<file path="config.mk">
export PLATFORM = sky130hd
export DESIGN_NAME = input_reader_flat
export DESIGN_NICKNAME = d
export VERILOG_FILES = /design/src/rtl/input_reader_if.sv /design/src/rtl/input_reader.sv /design/src/flat_wrapper.sv
export SDC_FILE = /design/constraint.sdc
export NUM_CORES = 1
export LEC_CHECK = 0
export CAP_MARGIN = 20
export CELL_PAD_IN_SITES_DETAIL_PLACEMENT = 0
export CELL_PAD_IN_SITES_GLOBAL_PLACEMENT = 2
export CORE_MARGIN = 4
export CORE_UTILIZATION = 35
export CTS_BUF_LIST = sky130_fd_sc_hd__clkbuf_4 sky130_fd_sc_hd__clkbuf_8
export DETAILED_ROUTE_END_ITERATION = 12
export PLACE_DENSITY = 0.89
export SETUP_SLACK_MARGIN = 0.1
export SLEW_MARGIN = 20
export SYNTH_ARGS = -nofsm -noshare
export SYNTH_HDL_FRONTEND = slang
export SYNTH_SLANG_ARGS = --single-unit
</file>
<file path="constraint.sdc">
create_clock -name clk -period 2.05 [get_ports clk]
set_input_delay 0.615 -clock clk [delete_from_list [all_inputs] [get_ports clk]]
set_output_delay 0.615 -clock clk [all_outputs]
set_load 0.02 [all_outputs]
</file>
<file path="src/rtl/input_reader_if.sv">
// rtl/input_reader_if.sv - captured-word handshake between input_reader and its consumer
interface input_reader_if #(
  parameter int DATA_WIDTH = 8
);
  logic [DATA_WIDTH-1:0] data_out;
  logic                  data_valid;
  logic                  data_ready;

  modport master (output data_out, output data_valid, input data_ready);
  modport slave  (input data_out, input data_valid, output data_ready);
endinterface

</file>
<file path="src/rtl/input_reader.sv">
// rtl/input_reader.sv - debounced pushbutton that captures the slide-switch word per press
module input_reader #(
  parameter int DEBOUNCE_CYCLES = 50000,
  parameter int DATA_WIDTH      = 8
) (
  input  logic                  clk,
  input  logic                  rst_n,
  input  logic                  key_n,
  input  logic [DATA_WIDTH-1:0] sw,
  input  logic                  overrun_clr,
  output logic                  overrun,
  output logic                  key_level,
  input_reader_if.master        bus
);

  localparam int             CW       = $clog2(DEBOUNCE_CYCLES);
  localparam logic [CW-1:0]  CNT_LAST = CW'(DEBOUNCE_CYCLES - 1);

  typedef enum logic [1:0] {
    RELEASED     = 2'd0,
    PRESS_WAIT   = 2'd1,
    PRESSED      = 2'd2,
    RELEASE_WAIT = 2'd3
  } state_t;

  logic                  r_key_meta;
  logic                  r_key_sync;
  logic [DATA_WIDTH-1:0] r_sw_meta;
  logic [DATA_WIDTH-1:0] r_sw_sync;
  state_t                r_state;
  logic [CW-1:0]         r_cnt;
  logic                  r_key_level;
  logic [DATA_WIDTH-1:0] r_data_out;
  logic                  r_data_valid;
  logic                  r_overrun;

  logic                  w_press;
  logic                  w_xfer;

  // Key idles released (high) so reset never fabricates a press.
  always_ff @(posedge clk or negedge rst_n) begin
    if (!rst_n) begin
      r_key_meta <= 1'b1;
      r_key_sync <= 1'b1;
      r_sw_meta  <= '0;
      r_sw_sync  <= '0;
    end else begin
      r_key_meta <= key_n;
      r_key_sync <= r_key_meta;
      r_sw_meta  <= sw;
      r_sw_sync  <= r_sw_meta;
    end
  end

  always_ff @(posedge clk or negedge rst_n) begin
    if (!rst_n) begin
      r_state     <= RELEASED;
      r_cnt       <= '0;
      r_key_level <= 1'b0;
    end else begin
      case (r_state)
        RELEASED: begin
          r_cnt <= '0;
          if (!r_key_sync) r_state <= PRESS_WAIT;
        end
        PRESS_WAIT: begin
          if (r_key_sync) begin
            r_state <= RELEASED;
            r_cnt   <= '0;
          end else if (r_cnt == CNT_LAST) begin
            r_state     <= PRESSED;
            r_cnt       <= '0;
            r_key_level <= 1'b1;
          end else begin
            r_cnt <= r_cnt + CW'(1);
          end
        end
        PRESSED: begin
          r_cnt <= '0;
          if (r_key_sync) r_state <= RELEASE_WAIT;
        end
        RELEASE_WAIT: begin
          if (!r_key_sync) begin
            r_state <= PRESSED;
            r_cnt   <= '0;
          end else if (r_cnt == CNT_LAST) begin
            r_state     <= RELEASED;
            r_cnt       <= '0;
            r_key_level <= 1'b0;
          end else begin
            r_cnt <= r_cnt + CW'(1);
          end
        end
      endcase
    end
  end

  assign w_press = (r_state == PRESS_WAIT) && !r_key_sync && (r_cnt == CNT_LAST);
  assign w_xfer  = r_data_valid && bus.data_ready;

  // A press coinciding with a transfer refills the slot instead of counting as an overrun.
  always_ff @(posedge clk or negedge rst_n) begin
    if (!rst_n) begin
      r_data_out   <= '0;
      r_data_valid <= 1'b0;
      r_overrun    <= 1'b0;
    end else begin
      if (w_press && (!r_data_valid || w_xfer)) begin
        r_data_out   <= r_sw_sync;
        r_data_valid <= 1'b1;
      end else if (w_xfer) begin
        r_data_valid <= 1'b0;
      end

      if (w_press && r_data_valid && !w_xfer) begin
        r_overrun <= 1'b1;
      end else if (overrun_clr) begin
        r_overrun <= 1'b0;
      end
    end
  end

  assign bus.data_out   = r_data_out;
  assign bus.data_valid = r_data_valid;
  assign overrun        = r_overrun;
  assign key_level      = r_key_level;

endmodule

</file>
<file path="src/flat_wrapper.sv">
// flat-port wrapper written by rule: the top's interface ports become plain ports
module input_reader_flat 
#(
  parameter int DEBOUNCE_CYCLES = 50000,
  parameter int DATA_WIDTH      = 8
)
  (clk, rst_n, key_n, sw, overrun_clr, overrun, key_level, bus_data_out, bus_data_valid, bus_data_ready);
  input_reader_if #(.DATA_WIDTH(DATA_WIDTH)) bus_i ();
  input  logic clk;
  input  logic rst_n;
  input  logic key_n;
  input  logic [DATA_WIDTH-1:0] sw;
  input  logic overrun_clr;
  output logic overrun;
  output logic key_level;
  output wire logic [$bits(bus_i.data_out)-1:0] bus_data_out;
  output wire logic [$bits(bus_i.data_valid)-1:0] bus_data_valid;
  input wire logic [$bits(bus_i.data_ready)-1:0] bus_data_ready;
  assign bus_data_out = bus_i.data_out;
  assign bus_data_valid = bus_i.data_valid;
  assign bus_i.data_ready = bus_data_ready;
  input_reader #(.DEBOUNCE_CYCLES(DEBOUNCE_CYCLES), .DATA_WIDTH(DATA_WIDTH)) u_core (.clk(clk), .rst_n(rst_n), .key_n(key_n), .sw(sw), .overrun_clr(overrun_clr), .overrun(overrun), .key_level(key_level), .bus(bus_i));
endmodule
</file>
==> metrics.md <==
| Metric | Value |
|---|---|
| Worst setup EP type | flop |
| Fin Clk Skew | 0.00269 ns |
| Fillers | 454 |
| Syn_nets | 147 |
| P&R area growth vs syn | 27.2% |
| Wire length per cell | 13.1 µm |
| Grt total ovfl | 0 |
| Clk sinks | 47 |
| FF-to-FF Start | u_core.r_cnt[0] |
| Mapped Area | 0.00177 mm² |
| Post-route DRC | 0 |
| Total CTS buffers | 5 |
| CP startpoint kind | flop |
| ANT nets after route | 0 |
| Clk_lat worst skew | 0.29 ns |
| Final worst setup slack | 0.167 ns |
| Worst Setup Slack post-DPL | -0.0478 ns |
| Switching Fraction | 20.6% |
| Synth Register Bits | 47 |
| Detailed Routing Iterations Pass 1 | 4 |
| DRT Wirelength | 3.09 mm |
| Initial Util | 36.8% |
| Final Hold Viols | 0 |
| Input/output buffers | 23 |
| Multi-input gate area | 573 µm² |
| Most common cell after layout, fill and taps aside | dfrtp_1 |
| Placer Congestion | 0.820 |
| Reg power frac | 56.5% |
| Global-route wire length before repair | 5.23 mm |
| Tot GR Track Use | 11.0% |
| Slew HR | 70.0% |
| Most frequent cells in the layout | 44 x dfrtp_1, 21 x clkdlybuf4s50_1, 17 x nor2_1 |
| # H-tree levels | 2 |
| Cell Int Power | 1.35 mW |
| Path depth of the worst reg2reg path | 6 |
| Number of antenna violations at the first check in global routing | 0 |
| Clk pin slew, worst setup/hold paths | 0.09 ns |
| Slew @ Worst Pin | 0.449 ns |
| Status | complete, no violations |
| RSZ-0062 raised after global routing | yes |
| Crit path time final | 1.88 ns |
| Final HPWL DP | 2.21 mm |
| Via count | 1076 |
| Final setup fails | 0 |
| Area contributors post-synth | dfrtp_1 64%, xnor2_1 5.9%, mux2_2 5.1% |
| Die height | 79.1 µm |
| Number of antenna diodes | 0 |
| Pins Over Slew Limit | 0 |
| Synth Area per Inst | 13.3 µm² |
| Setup CP Type | flop to flop |
| Clock root buffer | clkbuf_8 |
| Fmax | 531 MHz |
| Top cell type by total area after synthesis | dfrtp_1 |
| Finished Layout Cells | 235 |
| CP Max Fanout | 8 |
| Initial DRC count | 57 |
| Reg2Reg Setup Slack | 0.17 ns |
| Via-to-Cell Ratio | 4.58 |
| Placed Instances | 226 |
| Clock Power Share | 40.1% |
| Layout cell share with drive strength beyond 1 | 19.6% |
| Number of I/O pins | 24 |
| # hold bufs at CTS | 0 |
| Leak Pwr | 0.983 nW |
| Crit share post-route | 91.8% |
| Worst Hold Class | primary input to asynchronous set/reset pin |
| Die width | 79.1 µm |
| Maximum vdd drop | 0.434 mV |
| Post-Syn Instances | 133 |
| DIE AREA | 0.00626 mm² |
| CTS Buffer Depth | 2 |
| CTS tree | done |
| Fin Hold WS | 0.257 ns |
| Pwr dens | 752 mW/mm² |
| R2R Path End | u_core.bus.data_out[1] |
| Logic pwr share | 3.4% |
| Crit path DAT | 2.07 ns |
| Total Neg Setup Slack | 0 ns |
| Synth unique cells | 27 |
| Core ar. | 0.00482 mm² |
| Required @ worst endpoint | 2.23 ns |
| Nets@finish | 181 |
| Vias in the first global route | 1109 |
| Maxcap violations | 0 |
| # rows | 25 |
| Yosys Warn Count | 0 |
| Post-synthesis sequential area ratio | 66.5% |
| Largest net degree at the start of global routing | 30 |
| Sequential cell area | 0.00118 mm² |
| Synth top area share | 63.6% |
| Psw | 349 µW |
-- metal layers --
metal | part of all wire, % | wire length [µm] | up-vias | global-route usage [%]
li1 | - | - | 526 | -
met1 | 44 | 1350 | 528 | 13.2
met2 | 51 | 1580 | 16 | 18.1
met3 | 3.1 | 97 | 6 | 2.83
met4 | 2.1 | 64 | 0 | 5.67
met5 | 0 | 0 | - | 0
-- cells in the mapped netlist --
cell      count
nand4_2       1
dfstp_2       2
or3_2         1
xnor2_1      12
and2_2        1
nor4b_4       1
o22ai_1       1
clkbuf_1      1
nand3_1       8
mux2_2        8
nor4_4        1
o21ai_0       1
nand2b_1      1
inv_1         5
xor2_1        3
nand2_1       5
and4bb_2      1
nor4_1        4
nor3_1        4
and4b_1       1
and4_1        1
dfrtp_1      45
nand4_1       4
a21bo_2       1
ha_1          1
and3_1        2
nor2_1       17
-- how the worst max path moves through the flow --
stage | from | to | slack (ns) | depth (start not counted)
4_1_cts | u_core.key_level | key_level | 0.12 | 1
3_5_place_dp | bus_data_ready | u_core.bus.data_out[1] | -0.05 | 5
2_1_floorplan | u_core.r_cnt[7] | u_core.bus.data_out[0] | 0.17 | 4
6_report | u_core.r_cnt[0] | u_core.bus.data_out[1] | 0.17 | 6
5_1_grt | u_core.r_cnt[0] | u_core.bus.data_out[1] | 0.06 | 6
3_3_place_gp | bus_data_ready | u_core.bus.data_out[5] | 0.000004 | 5
-- critical path, cell delays in order (launching register included) --
cell	delay, ns
dfrtp_1	0.41
ha_2	0.24
and4_1	0.21
nand4_2	0.15
nor4b_4	0.25
buf_6	0.17
mux2_2	0.34
-- sequential cells by signal (all words and copies together), names as in the netlist, 8 cells and up, named ones only --
| signal | cells |
|---|---|
| u_core.r_sw_sync | 8 |
| u_core.r_cnt | 16 |
| u_core.bus.data_out | 8 |
| u_core.r_sw_meta | 8 |
-- through the flow --
step / util, % / total power, mW / instance area (µm²)
finish: 46.8 / 1.70 / 2250
global route: 46.8 / 1.78 / 2250
CTS: 46.4 / 1.72 / 2240
detailed placement: 44.0 / 1.03 / 2120
global placement: 44.0 / 1.03 / 2120
floorplan: - / 0.982 / 1770
-- final cells by class --
cell class	count	share of cell area (%)
Timing Repair Buffer	28	12.5
Sequential cell	47	52.4
Clock inverter	3	2.11
Multi-Input combinational cell	80	25.4
Inverter	5	0.833
Tap cell	67	3.72
Clock buffer	5	3.05
-- logic make-up after synthesis --
logic type	synth area share, %
compound gates	1.20
xor+xnor	7.42
fa+ha+maj	0.706
buf+inv	1.27
flops	66.5
mux	5.08
simple gates	17.8
-- repair_timing --
action | in CTS | in global routing
resized for setup | 0 | 4
buffers inserted | 0 | 1
setup endpoints to repair | 0 | 10
-- power groups by stage --
stage	sequential (mW)	combinational, mW	clock (mW)
6_report	0.958	0.0571	0.681
5_1_grt	0.960	0.0648	0.755
4_1_cts	0.958	0.0576	0.705
3_5_place_dp	0.976	0.0573	0
3_3_place_gp	0.974	0.0542	0
2_1_floorplan	0.973	0.00866	0
Note: power is estimated with default switching activity, not from simulation.
